--- src/rtl/cpu_types_pkg.sv ---
// ============================================================================
// Module      : cpu_types_pkg
// Description : Shared CPU types for the pipeline controller: pipeline
//               control state, register number type and bundled control word.
// Revision    : 1.0 - initial release
// ============================================================================
`default_nettype none

package cpu_types_pkg;

  localparam int c_REG_W = 5;

  typedef logic [c_REG_W-1:0] regbits_t;

  typedef enum logic [1:0] {
    RUN    = 2'd0,
    DRAIN  = 2'd1,
    HALTED = 2'd2
  } pipe_state_t;

  typedef struct packed {
    logic pc_en;
    logic ifid_en;
    logic idex_en;
    logic exmem_en;
    logic memwb_en;
    logic ifid_flush;
    logic idex_flush;
    logic exmem_flush;
  } pipe_ctrl_t;

endpackage

`default_nettype wire

--- src/rtl/pipeline_ctrl_if.sv ---
// ============================================================================
// Module      : pipeline_ctrl_if
// Description : Groups the pipeline advance/flush enables and the halt flag.
// Revision    : 1.0 - initial release
// ============================================================================
`default_nettype none

interface pipeline_ctrl_if;
  logic pc_en;
  logic ifid_en;
  logic idex_en;
  logic exmem_en;
  logic memwb_en;
  logic ifid_flush;
  logic idex_flush;
  logic exmem_flush;
  logic halt;
endinterface

`default_nettype wire

--- src/rtl/pipeline_ctrl_hazard_detect.sv ---
// ============================================================================
// Module      : hazard_detect
// Description : Combinational load-use compare between the EX-stage load
//               destination and the ID-stage source registers.
// Revision    : 1.0 - initial release
// ============================================================================
`default_nettype none

module hazard_detect
  import cpu_types_pkg::*;
(
  input  logic     i_ex_memread,
  input  regbits_t i_ex_rt,
  input  regbits_t i_id_rs,
  input  regbits_t i_id_rt,
  output logic     o_load_use
);

  // $zero is never a real dependency
  assign o_load_use = i_ex_memread && (i_ex_rt != '0) &&
                      ((i_ex_rt == i_id_rs) || (i_ex_rt == i_id_rt));

endmodule

`default_nettype wire

--- src/rtl/pipeline_ctrl.sv ---
// ============================================================================
// Module      : pipeline_ctrl
// Description : Five-stage pipeline stall/flush/halt controller.
//               Optional macro PIPE_PERF_EN adds stall/flush event counters.
// Revision    : 1.0 - initial release
// ============================================================================
`default_nettype none

module pipeline_ctrl
  import cpu_types_pkg::*;
#(
  parameter int DRAIN_CYCLES = 2
)
(
  input  logic       CLK,
  input  logic       nRST,
  input  logic       ihit,
  input  logic       dmemREN,
  input  logic       dmemWEN,
  input  logic       dhit,
  input  logic [4:0] id_rs,
  input  logic [4:0] id_rt,
  input  logic       ex_memread,
  input  logic [4:0] ex_rt,
  input  logic       ex_branch_taken,
  input  logic       id_jump,
  input  logic       mem_halt,
  output logic       pc_en,
  output logic       ifid_en,
  output logic       idex_en,
  output logic       exmem_en,
  output logic       memwb_en,
  output logic       ifid_flush,
  output logic       idex_flush,
  output logic       exmem_flush,
  output logic       halt
`ifdef PIPE_PERF_EN
  ,
  output logic [31:0] stall_cycles,
  output logic [31:0] flush_events
`endif
);

  localparam int c_CNT_W = $clog2(DRAIN_CYCLES + 1);
  localparam logic [c_CNT_W-1:0] c_DRAIN_LOAD = c_CNT_W'(DRAIN_CYCLES - 1);
  localparam logic [c_CNT_W-1:0] c_CNT_ONE    = c_CNT_W'(1);

  pipe_state_t        r_state;
  pipe_state_t        w_next_state;
  logic [c_CNT_W-1:0] r_cnt;
  logic [c_CNT_W-1:0] w_next_cnt;
  logic               r_halt;
  logic               w_mem_busy;
  logic               w_load_use;
  logic               w_branch;
  pipe_ctrl_t         w_ctrl;

  pipeline_ctrl_if u_ctrl_if ();

  hazard_detect u_hazard_detect (
    .i_ex_memread (ex_memread),
    .i_ex_rt      (ex_rt),
    .i_id_rs      (id_rs),
    .i_id_rt      (id_rt),
    .o_load_use   (w_load_use)
  );

  assign w_mem_busy = (dmemREN | dmemWEN) & ~dhit;
  // A branch behind a halting instruction is younger and must not redirect
  assign w_branch   = ex_branch_taken & ~mem_halt;

  always_comb begin
    w_ctrl       = '0;
    w_next_state = r_state;
    w_next_cnt   = r_cnt;
    case (r_state)
      RUN: begin
        if (!w_mem_busy) begin
          w_ctrl.idex_en  = 1'b1;
          w_ctrl.exmem_en = 1'b1;
          w_ctrl.memwb_en = 1'b1;
          if (w_branch) begin
            w_ctrl.pc_en      = 1'b1;
            w_ctrl.ifid_en    = 1'b1;
            w_ctrl.ifid_flush = 1'b1;
            w_ctrl.idex_flush = 1'b1;
          end else if (w_load_use || !ihit) begin
            w_ctrl.idex_flush = 1'b1;
          end else if (id_jump) begin
            w_ctrl.pc_en      = 1'b1;
            w_ctrl.ifid_en    = 1'b1;
            w_ctrl.ifid_flush = 1'b1;
          end else begin
            w_ctrl.pc_en   = ihit;
            w_ctrl.ifid_en = ihit;
          end
          if (mem_halt) begin
            w_next_state = DRAIN;
            w_next_cnt   = c_DRAIN_LOAD;
          end
        end
      end
      DRAIN: begin
        w_ctrl.ifid_flush  = 1'b1;
        w_ctrl.idex_flush  = 1'b1;
        w_ctrl.exmem_flush = 1'b1;
        w_ctrl.memwb_en    = 1'b1;
        if (r_cnt == '0) begin
          w_next_state = HALTED;
        end else begin
          w_next_cnt = r_cnt - c_CNT_ONE;
        end
      end
      HALTED: begin
        w_next_state = HALTED;
      end
      default: begin
        w_next_state = RUN;
        w_next_cnt   = '0;
      end
    endcase
  end

  always_ff @(posedge CLK or negedge nRST) begin
    if (!nRST) begin
      r_state <= RUN;
      r_cnt   <= '0;
      r_halt  <= 1'b0;
    end else begin
      r_state <= w_next_state;
      r_cnt   <= w_next_cnt;
      if (w_next_state == HALTED) begin
        r_halt <= 1'b1;
      end
    end
  end

  // Every enable and flush is held low while reset is asserted
  assign u_ctrl_if.pc_en       = nRST & w_ctrl.pc_en;
  assign u_ctrl_if.ifid_en     = nRST & w_ctrl.ifid_en;
  assign u_ctrl_if.idex_en     = nRST & w_ctrl.idex_en;
  assign u_ctrl_if.exmem_en    = nRST & w_ctrl.exmem_en;
  assign u_ctrl_if.memwb_en    = nRST & w_ctrl.memwb_en;
  assign u_ctrl_if.ifid_flush  = nRST & w_ctrl.ifid_flush;
  assign u_ctrl_if.idex_flush  = nRST & w_ctrl.idex_flush;
  assign u_ctrl_if.exmem_flush = nRST & w_ctrl.exmem_flush;
  assign u_ctrl_if.halt        = r_halt;

  assign pc_en       = u_ctrl_if.pc_en;
  assign ifid_en     = u_ctrl_if.ifid_en;
  assign idex_en     = u_ctrl_if.idex_en;
  assign exmem_en    = u_ctrl_if.exmem_en;
  assign memwb_en    = u_ctrl_if.memwb_en;
  assign ifid_flush  = u_ctrl_if.ifid_flush;
  assign idex_flush  = u_ctrl_if.idex_flush;
  assign exmem_flush = u_ctrl_if.exmem_flush;
  assign halt        = u_ctrl_if.halt;

`ifdef PIPE_PERF_EN
  logic [31:0] r_stall_cycles;
  logic [31:0] r_flush_events;

  always_ff @(posedge CLK or negedge nRST) begin
    if (!nRST) begin
      r_stall_cycles <= '0;
      r_flush_events <= '0;
    end else if (r_state == RUN) begin
      if (!w_ctrl.pc_en) begin
        r_stall_cycles <= r_stall_cycles + 32'd1;
      end
      if (w_ctrl.ifid_flush) begin
        r_flush_events <= r_flush_events + 32'd1;
      end
    end
  end

  assign stall_cycles = r_stall_cycles;
  assign flush_events = r_flush_events;
`endif

endmodule

`default_nettype wire

--- config.mk ---
export PLATFORM = sky130hd
export DESIGN_NAME = pipeline_ctrl
export DESIGN_NICKNAME = d
export VERILOG_FILES = /design/src/rtl/cpu_types_pkg.sv /design/src/rtl/pipeline_ctrl_if.sv /design/src/rtl/pipeline_ctrl_hazard_detect.sv /design/src/rtl/pipeline_ctrl.sv
export SDC_FILE = /design/constraint.sdc
export NUM_CORES = 1
export LEC_CHECK = 0
export CAP_MARGIN = 15
export CORE_MARGIN = 3
export CORE_UTILIZATION = 31
export CTS_BUF_LIST = sky130_fd_sc_hd__clkbuf_8
export DETAILED_ROUTE_END_ITERATION = 10
export PLACE_DENSITY = 0.75
export SLEW_MARGIN = 40
export SYNTH_ARGS = -nofsm -noshare
export SYNTH_HDL_FRONTEND = slang
export SYNTH_SLANG_ARGS = --single-unit
--- constraint.sdc ---
create_clock -name CLK -period 1.4 [get_ports CLK]
set_input_delay 0.21 -clock CLK [delete_from_list [all_inputs] [get_ports CLK]]
set_output_delay 0.21 -clock CLK [all_outputs]
set_load 0.05 [all_outputs]
Word-level counts from Yosys, hierarchy flattened
Cells that the tools add are included. Widths: inputs -> output; s select.

Register bits: 5. Input bits: 25. Output and inout bits: 9. Word-level logic and storage cells: 54.

$add $sub $neg: 1. Equality and inequality tests: 8. Muxes and demuxes: 19. Bitwise logic cells: 14. Reductions and logical operators: 9.

Operators with widths (number): $mux 2 (10); $pmux 2 s3 (2); $and 1x1->1 (10); $eq 5x5->1 (2); $mux 7 (1); $ne 2x2->1 const B (3); $pmux 3 s2 (1); $reduce_bool 5->1 (1); $eq 2x2->1 const B (2); $logic_not 2->1 (2); $mux 1 (4); $mux 4 (1); $reduce_and 4->1 (1); $not 1->1 (3); $eq 2x1->1 const B (1); $logic_and 1x1->1 (2); $logic_or 1x1->1 (2); $sub 2x1->2 const B (1); $logic_not 1->1 (1); $or 1x1->1 (1).

Logic depth before layout (Yosys ltp)
Gate-level depths: netlist (run 1).

Word-level depth: 9. Mapped depth: 7. Gate-level depth less buffers: 7.

Hierarchy
From an unflattened synthesis (run 1), not the netlist that was laid out.

Cells, all modules: 61. Area, all modules: 498.0 sq um.

Modules (own cells, without submodules): pipeline_ctrl (instances 1, cells each 44, area each 372.9 sq um, sequential area each 125.1 sq um); hazard_detect (instances 1, cells each 17, area each 125.1 sq um, sequential area each 0.0 sq um).

Worst setup path before layout (run 1)
OpenSTA, ideal clock, no wires.

Path type: register to output. Start point: reg r_state[1]. End point: out pc_en. Arrival: 2.837 ns. Data required time: 1.190 ns. Slack: -1.647 ns. Stages on the path, launching flop included: 6. Buffers on the path: 1. Cell sequence: dfrtp_1 -> nand2b_4 -> nor3_1 -> nor3b_1 -> a31o_1 -> buf_4.

Cells in the longest elaborated chain, start to end: 3.

RTL lines: start, declared (line pipeline_ctrl.sv:48) `pipe_state_t r_state;`; start signal, assigned (line pipeline_ctrl.sv:130) `r_state <= w_next_state;`; $logic_not 2->1 (line pipeline_ctrl.sv:76) `case (r_state)`; $mux 4 (line pipeline_ctrl.sv:76); $and 1x1->1 (line pipeline_ctrl.sv:139) `assign u_ctrl_if.pc_en = nRST & w_ctrl.pc_en;`; end, declared (line pipeline_ctrl.sv:28) `output logic pc_en,`.

Every way passes these cells.

Worst setup path after layout (run 1)
Start point: in ex_rt[4]. End point: out ifid_flush.

Cells in the longest elaborated chain, start to end: 9. Elaborated cells between the ends (all ways): 12. Those cells by class: eq/ne (2); mux (4); bitwise (1); reduce/logical (5).

RTL lines: start, declared (line pipeline_ctrl.sv:24) `input logic [4:0] ex_rt,`; $eq 5x5->1 / $reduce_bool 5->1 (equally long branches) (line pipeline_ctrl_hazard_detect.sv:21, pipeline_ctrl_hazard_detect.sv:20); $logic_or 1x1->1 / $logic_and 1x1->1 (equally long branches) (line pipeline_ctrl_hazard_detect.sv:21, pipeline_ctrl_hazard_detect.sv:20); $logic_and 1x1->1 * (line pipeline_ctrl_hazard_detect.sv:20) `assign o_load_use = i_ex_memread && (i_ex_rt != '0) &&`; $logic_or 1x1->1 * (line pipeline_ctrl.sv:87) `end else if (w_load_use || !ihit) begin`; $mux 1 * (line pipeline_ctrl.sv:87); $mux 2 * (line pipeline_ctrl.sv:82) `if (w_branch) begin`; $mux 7 * (line pipeline_ctrl.sv:78) `if (!w_mem_busy) begin`; $pmux 3 s2 * (line pipeline_ctrl.sv:76); $and 1x1->1 * (line pipeline_ctrl.sv:144) `assign u_ctrl_if.ifid_flush = nRST & w_ctrl.ifid_flush;`; end, declared (line pipeline_ctrl.sv:33) `output logic ifid_flush,`.

Mark *: on every way between the ends. The rest lies on a longest branch, timed or not.

==> run_results.csv, run 1 <==
group,metric,value,unit
outcome,status,"complete, but fails checks",
outcome,violations,"negative setup slack",
sta,period_share,123,%
routing,drt_pre_antenna_iters,2,
worst_setup_path,critPathMaxFanout,3,
routing,post-route-drc-count,0,
synth,synth_commonest_cells,"xnor2_1 (6), dfrtp_1 (5), nor2_1 (5)",
synth,yosysMostFrequentCell,"xnor2_1",
routing,top_layer_used,"met4",
floorplanning,start_util,34.0,%
sta,fmax,580,MHz
synth,synth_edf_count,0,
clock_tree,cts_max_level,1,
placed_design,gp_congestion,0.823,
worst_setup_path,startpoint_type,"primary input",
sta,layout_min_cycle_time,1.73,ns
grt,track_usage,19.7,%
synth,yosysWarnings,0,
floorplanning,core,0.00135,mm²
sta,setup_viol,8,
synth,synthCells,52,
placed_design,place_inst,112,
grt,grt_max_degree,6,
routing,avgRoutedWirePerCell,18.1,µm
layout,register_area,126,µm²
sta,grt_setup_unrepaired,"true",
clock_tree,cts_root_buffer,"clkbuf_8",
clock_tree,cts_hold_buf,0,
routing,via_per_inst,5.20,
sta,hold_viol,0,
worst_hold_path,hold_path_class,"primary input to asynchronous set/reset pin",
routing,vias,640,
power_and_ir_drop,ir_drop,1.35,mV
flow_run,maxCapViolCount,0,
power_and_ir_drop,p_leak,0.556,nW
grt,grt_pass1_wl,2.67,mm
grt,grt_pass1_vias,636,
worst_setup_path,crit_type,"primary input to output port",
synth,synthTopCellsByArea,"dfrtp_1 (27%), xnor2_1 (11%), xor2_1 (7.6%)",
floorplanning,dieArea,0.00198,mm²
sta,tightest_slew,0.272,ns
routing,drt-total-wl,2.23,mm
clock_tree,clk_pin_slew,0.04,ns
sta,timing.final.ws_setup,-0.325,ns
synth,yosys.cell_types.count,26,
placed_design,numPortBuffers,33,
clock_tree,clk-insertion-delay-late,0.22,ns
layout,multiInputGateArea,470,µm²
power_and_ir_drop,power_density,1550,mW/mm²
layout,fillCellCount,57,
sta,fin_setup_tns,-1.76,ns
synth,yosysSeqAreaShare,27.2,%
sta,relSlewSlack,81.8,%
floorplanning,fp.dieH,44.5,µm
worst_setup_path,cp.required,1.19,ns
worst_setup_path,end_kind,"output port",
clock_tree,cts_buffer_depth,2,
synth,syn-num-nets,78,
layout,stdcell_count,123,
worst_setup_path,worstPathArrival,1.52,ns
floorplanning,rows,13,
floorplanning,io_pins,34,
synth,ys_ff_latch,5,
layout,areaGrowthSynthToFinish,167,%
sta,report.final.slew_viol_count,0,
routing,wl_met1,767,µm
synth,async_flop_share,100,%
synth,synth_top_area_cell,"dfrtp_1",
synth,synth_area_per_cell,8.83,µm²
clock_tree,cts_made_buffers,3,
synth,ys_dominant_reg_cell,"dfrtp_1",
routing,dr_wl_met2,1.20,mm
floorplanning,die_w,44.5,µm
routing,drtIter0Drc,4,
synth,synth_top_area_share,27.2,%
layout,nets,135,
layout,antenna_cells,0,
clock_tree,cts_tree,"built",
routing,ant_nets,0,
grt,antenna_found_initial,0,
routing,routed-wl-met3,166,µm
layout,drive_gt1_share,65.7,%
placed_design,dp_hpwl,1.31,mm
clock_tree,cts_sinks,5,
sta,skew,0.00185,ns
synth,synth_area,459,µm²
grt,overflow,0,
power by group:
group	switching, mW	leakage, nW	internal (mW)
Combinational	0.631	0.471	0.743
Sequential	0.0615	0.0579	0.203
Clock	0.0745	0.0269	0.188
Total	0.767	0.556	1.13
layout by cell type, fill, tap and decap left out, types with 2 or more instances in the layout:
cell type	netlist	routed
o21ai_0	2	2
xnor2_2	0	3
dfrtp_1	5	4
clkbuf_8	0	3
inv_1	4	4
nor3_4	0	2
clkbuf_2	0	3
buf_4	2	15
nor2_2	0	2
xor2_1	4	3
nor2_1	5	2
buf_2	0	6
clkdlybuf4s50_1	0	5
buf_12	0	9
dlygate4sd2_1	0	7
xnor2_1	6	3
buf_6	0	8
what timing repair did:
item,4_1_cts,5_1_grt
endpoints found under the setup margin,10,10
resized for setup,61,24
pin swaps,17,11
endpoints found under the hold margin,0,0
setup buffers,5,4
critical path, cell delays in order:
cell and delay (ns):
buf_2 0.14, xnor2_1 0.20, nand3_1 0.13, nor3_2 0.21
o221ai_4 0.15, a211o_1 0.31, buf_12 0.16
layout make-up:
type / instances / area share [%]
clock buffer: 3 / 3.37
clock inverter: 1 / 0.306
inverter: 4 / 1.23
multi-input combinational: 41 / 38.4
sequential: 5 / 10.3
tap: 15 / 1.53
timing repair buffer: 54 / 44.8
metrics by stage:
stage / util [%] / setup WS, ns / hold WS [ns] / power [mW] / area, µm²
2_1_floorplan: - / -0.650 / -0.0856 / 0.782 / 508
3_3_place_gp: 76.3 / -0.665 / 0.479 / 1.28 / 1030
3_5_place_dp: 76.3 / -0.713 / 0.489 / 1.30 / 1030
4_1_cts: 84.0 / -0.308 / 0.0983 / 1.68 / 1130
5_1_grt: 90.7 / -0.391 / 0.0916 / 2.00 / 1220
6_report: 90.7 / -0.325 / 0.0957 / 1.90 / 1220
flip-flops by register name (all words and copies together), names as in the netlist:
signal   cells
r_cnt        2
r_state      2
halt         1
layer usage:
layer | GRT usage, % | up-vias
met5 | 0 | -
met4 | 17.5 | 0
met3 | 6.10 | 8
met2 | 34.1 | 32
met1 | 18.2 | 306
li1 | - | 294
logic make-up (layout without fill, tap and decap cells):
| family | Yosys count | after routing | share of synthesized area [%] |
|---|---|---|---|
| AND/OR/NAND/NOR | 17 | 17 | 22.1 |
| AO/OA/AOI/OAI | 12 | 12 | 19.9 |
| XOR/XNOR | 10 | 10 | 19.1 |
| buffers and inverters | 6 | 62 | 6.54 |
| flip-flops | 5 | 5 | 27.2 |
| adder cells (fa/ha/maj) | 1 | 1 | 2.72 |
| multiplexers | 1 | 1 | 2.45 |
path summary, 6_finish.rpt:
path | slack (ns) | from | to | depth (start not counted)
max | -0.33 | ex_rt[4] | ifid_flush | 7
min | 0.1 | nRST | r_state[1] | 2
max reg2reg | 0 | r_cnt[1] | r_cnt[1] | 8
min reg2reg | 0.57 | halt | halt | 1
max in group asynchronous | 1.19 | nRST | r_state[0] | 2
min in group CLK | 0.57 | halt | halt | 1
No activity file was read; power rests on OpenSTA's default activity.
==> inputs of run 2 (changes only) <==
Settings changed: CORE_AREA from default to 3 3 40 42, CORE_MARGIN 3 to default, CORE_UTILIZATION 31 to default, DIE_AREA from default to 0 0 43 45, PLACE_DENSITY 0.75 to 0.79.
Clock period 1.4 ns to 2.2 ns, I/O delays scaled along.
==> run 2 against run 1 <==
  * The run now ends clean
  * Non-clock buffer count is 14 lower
  * Sequential power is 38% lower
  * Register-to-register slack better by 0.76 ns
  * Power is 52% lower
  * Setup slack better by 0.36 ns
  * Count of clock-buffer cells in the layout stayed put
  * Largest power group unchanged
  * Highest routed layer unchanged
==> run_results.csv, run 2 (synthesized netlist as in run 1, its figures left out) <==
group,metric,value,unit
clock_tree,cts_buffer_depth,2,
sta,relSlewSlack,66.6,%
clock_tree,cts_tree,"built",
routing,avgRoutedWirePerCell,14.3,µm
sta,timing.final.ws_setup,0.0329,ns
sta,setup_viol,0,
worst_setup_path,startpoint_type,"primary input",
placed_design,placed_cell_area,940,µm²
floorplanning,io_pins,34,
power_and_ir_drop,internal_power,0.538,mW
sta,period_share,98.5,%
grt,gr-usage-met2,30.8,%
sta,skew,0.00183,ns
placed_design,place_inst,104,
power_and_ir_drop,power_density,884,mW/mm²
power_and_ir_drop,pwr-share-comb,64.3,%
clock_tree,cts_sinks,5,
worst_setup_path,crit_type,"primary input to output port",
clock_tree,clk-insertion-delay-late,0.22,ns
worst_setup_path,cp.required,1.87,ns
layout,nets,121,
floorplanning,rows,13,
power_and_ir_drop,switching_share,41.1,%
sta,layout_min_cycle_time,2.17,ns
flow_run,maxCapViolCount,0,
grt,top_usage_layer,"met2",
layout,drive_gt1_share,35.1,%
routing,vias,529,
grt,gr-usage-met1,20.4,%
grt,grt_pass1_wl,2.58,mm
layout,design_area,0.00103,mm²
worst_setup_path,worstPathArrival,1.84,ns
sta,report.final.slew_viol_count,0,
floorplanning,dieArea,0.00194,mm²
layout,layout_commonest_cell,"clkdlybuf4s50_1",
grt,track_usage,18.1,%
layout,fillCellCount,78,
placed_design,dp_slack,-0.116,ns
grt,overflow,0,
sta,fmax,461,MHz
clock_tree,clk_pin_slew,0.03,ns
power_and_ir_drop,power_frac_seq,17.9,%
worst_setup_path,end_kind,"output port",
floorplanning,fp.dieH,45,µm
floorplanning,core,0.00128,mm²
sta,hold_viol,0,
routing,drt_pre_antenna_iters,2,
outcome,status,"completed",
grt,antenna_found_initial,0,
layout,fin_util,80.3,%
placed_design,dp_hpwl,1.24,mm
power_and_ir_drop,net-switching-power,0.375,mW
grt,use_met3,5.98,%
power_and_ir_drop,ir_drop,0.697,mV
sta,tightest_slew,0.500,ns
power_and_ir_drop,p_leak,0.455,nW
grt,grt_pass1_vias,567,
layout,final_cell_mix,"clkdlybuf4s50_1 (14), dlygate4sd2_1 (9), buf_12 (8)",
routing,ant_nets,0,
routing,via_per_inst,4.85,
floorplanning,die_w,43,µm
clock_tree,cts_root_buffer,"clkbuf_8",
power_and_ir_drop,clkPwrFrac,17.7,%
placed_design,numPortBuffers,33,
worst_hold_path,hold_path_class,"primary input to asynchronous set/reset pin",
routing,drt-total-wl,1.56,mm
routing,post-route-drc-count,0,
clock_tree,cts_made_buffers,3,
layout,stdcell_count,109,
placed_design,gp_congestion,0.788,
clock_tree,cts_max_level,1,
layout,areaGrowthSynthToFinish,125,%
grt,grt_max_degree,7,
routing,drtIter0Drc,1,
worst_setup_path,critPathMaxFanout,3,
floorplanning,start_util,35.7,%
layout,antenna_cells,0,
## run 2: cell types whose count changed in the layout (fill, tap and decap cells not counted), moves of 2 or more
cell | before | now
clkdlybuf4s50_1 | 5 | 14
buf_4 | 15 | 7
buf_6 | 8 | 0
buf_2 | 6 | 0
clkbuf_2 | 3 | 0
xnor2_1 | 3 | 6
xnor2_2 | 3 | 0
dlygate4sd2_1 | 7 | 9
dlymetal6s2s_1 | 0 | 2
nor2b_1 | 0 | 2
## run 2: area by class of cell
type / count / area (µm²) / area share [%]
timing repair buffer: 40 / 457 / 44.2
multi-input combinational: 41 / 372 / 36.0
inverter: 4 / 15.0 / 1.45
tap: 15 / 18.8 / 1.82
sequential: 5 / 125 / 12.1
clock inverter: 1 / 3.75 / 0.364
clock buffer: 3 / 41.3 / 4.00
## run 2: worst max-delay path: stages
cell,delay [ns]
clkdlybuf4s50_1,0.52
nor2_2,0.07
nor2_2,0.18
nor3_4,0.07
and3_1,0.18
a211o_1,0.33
buf_12,0.16
## run 2: per-stage QoR
| step | TNS [ns] | hold slack, ns | power (mW) |
|---|---|---|---|
| final | 0 | 0.472 | 0.912 |
| after global routing | -0.0278 | 0.478 | 0.973 |
| after CTS | 0 | 0.470 | 0.917 |
| after detailed placement | -0.446 | 0.460 | 0.745 |
| after global placement | -0.361 | 0.453 | 0.732 |
| after floorplan | -0.0516 | 0.0344 | 0.483 |
## run 2: power by group through the flow
stage | sequential (mW) | clock, mW | combinational [mW]
after floorplan | 0.157 | 0 | 0.326
after global placement | 0.163 | 0 | 0.569
after detailed placement | 0.166 | 0 | 0.580
after CTS | 0.164 | 0.167 | 0.587
after global routing | 0.170 | 0.177 | 0.626
final | 0.164 | 0.162 | 0.587
## run 2: worst paths after layout
check                         start          to  slack, ns  cells past startpoint
setup / recovery            dmemWEN  ifid_flush       0.03                      7
hold / removal                 nRST  r_state[1]       0.47                      2
setup reg to reg           r_cnt[0]        halt       0.76                      5
hold reg to reg                halt        halt       0.47                      1
max in group asynchronous      nRST    r_cnt[0]       1.62                      2
min in group CLK               halt        halt       0.47                      1
## run 2: metal layers
layer  vias to the layer above  part of all wire (%)  wire length, µm
met2                        25                    50              777
met3                         2                   9.4              146
met5                         -                     0                0
li1                        265                     -                -
met1                       237                    40              618
met4                         0                  0.90               14
## run 2: timing repair
action / in CTS / in global routing
endpoints found under the setup margin: 4 / 4
hold buffers: 0 / 0
setup buffers: 0 / 1
pin swaps: 10 / 7
gates resized for setup: 15 / 4
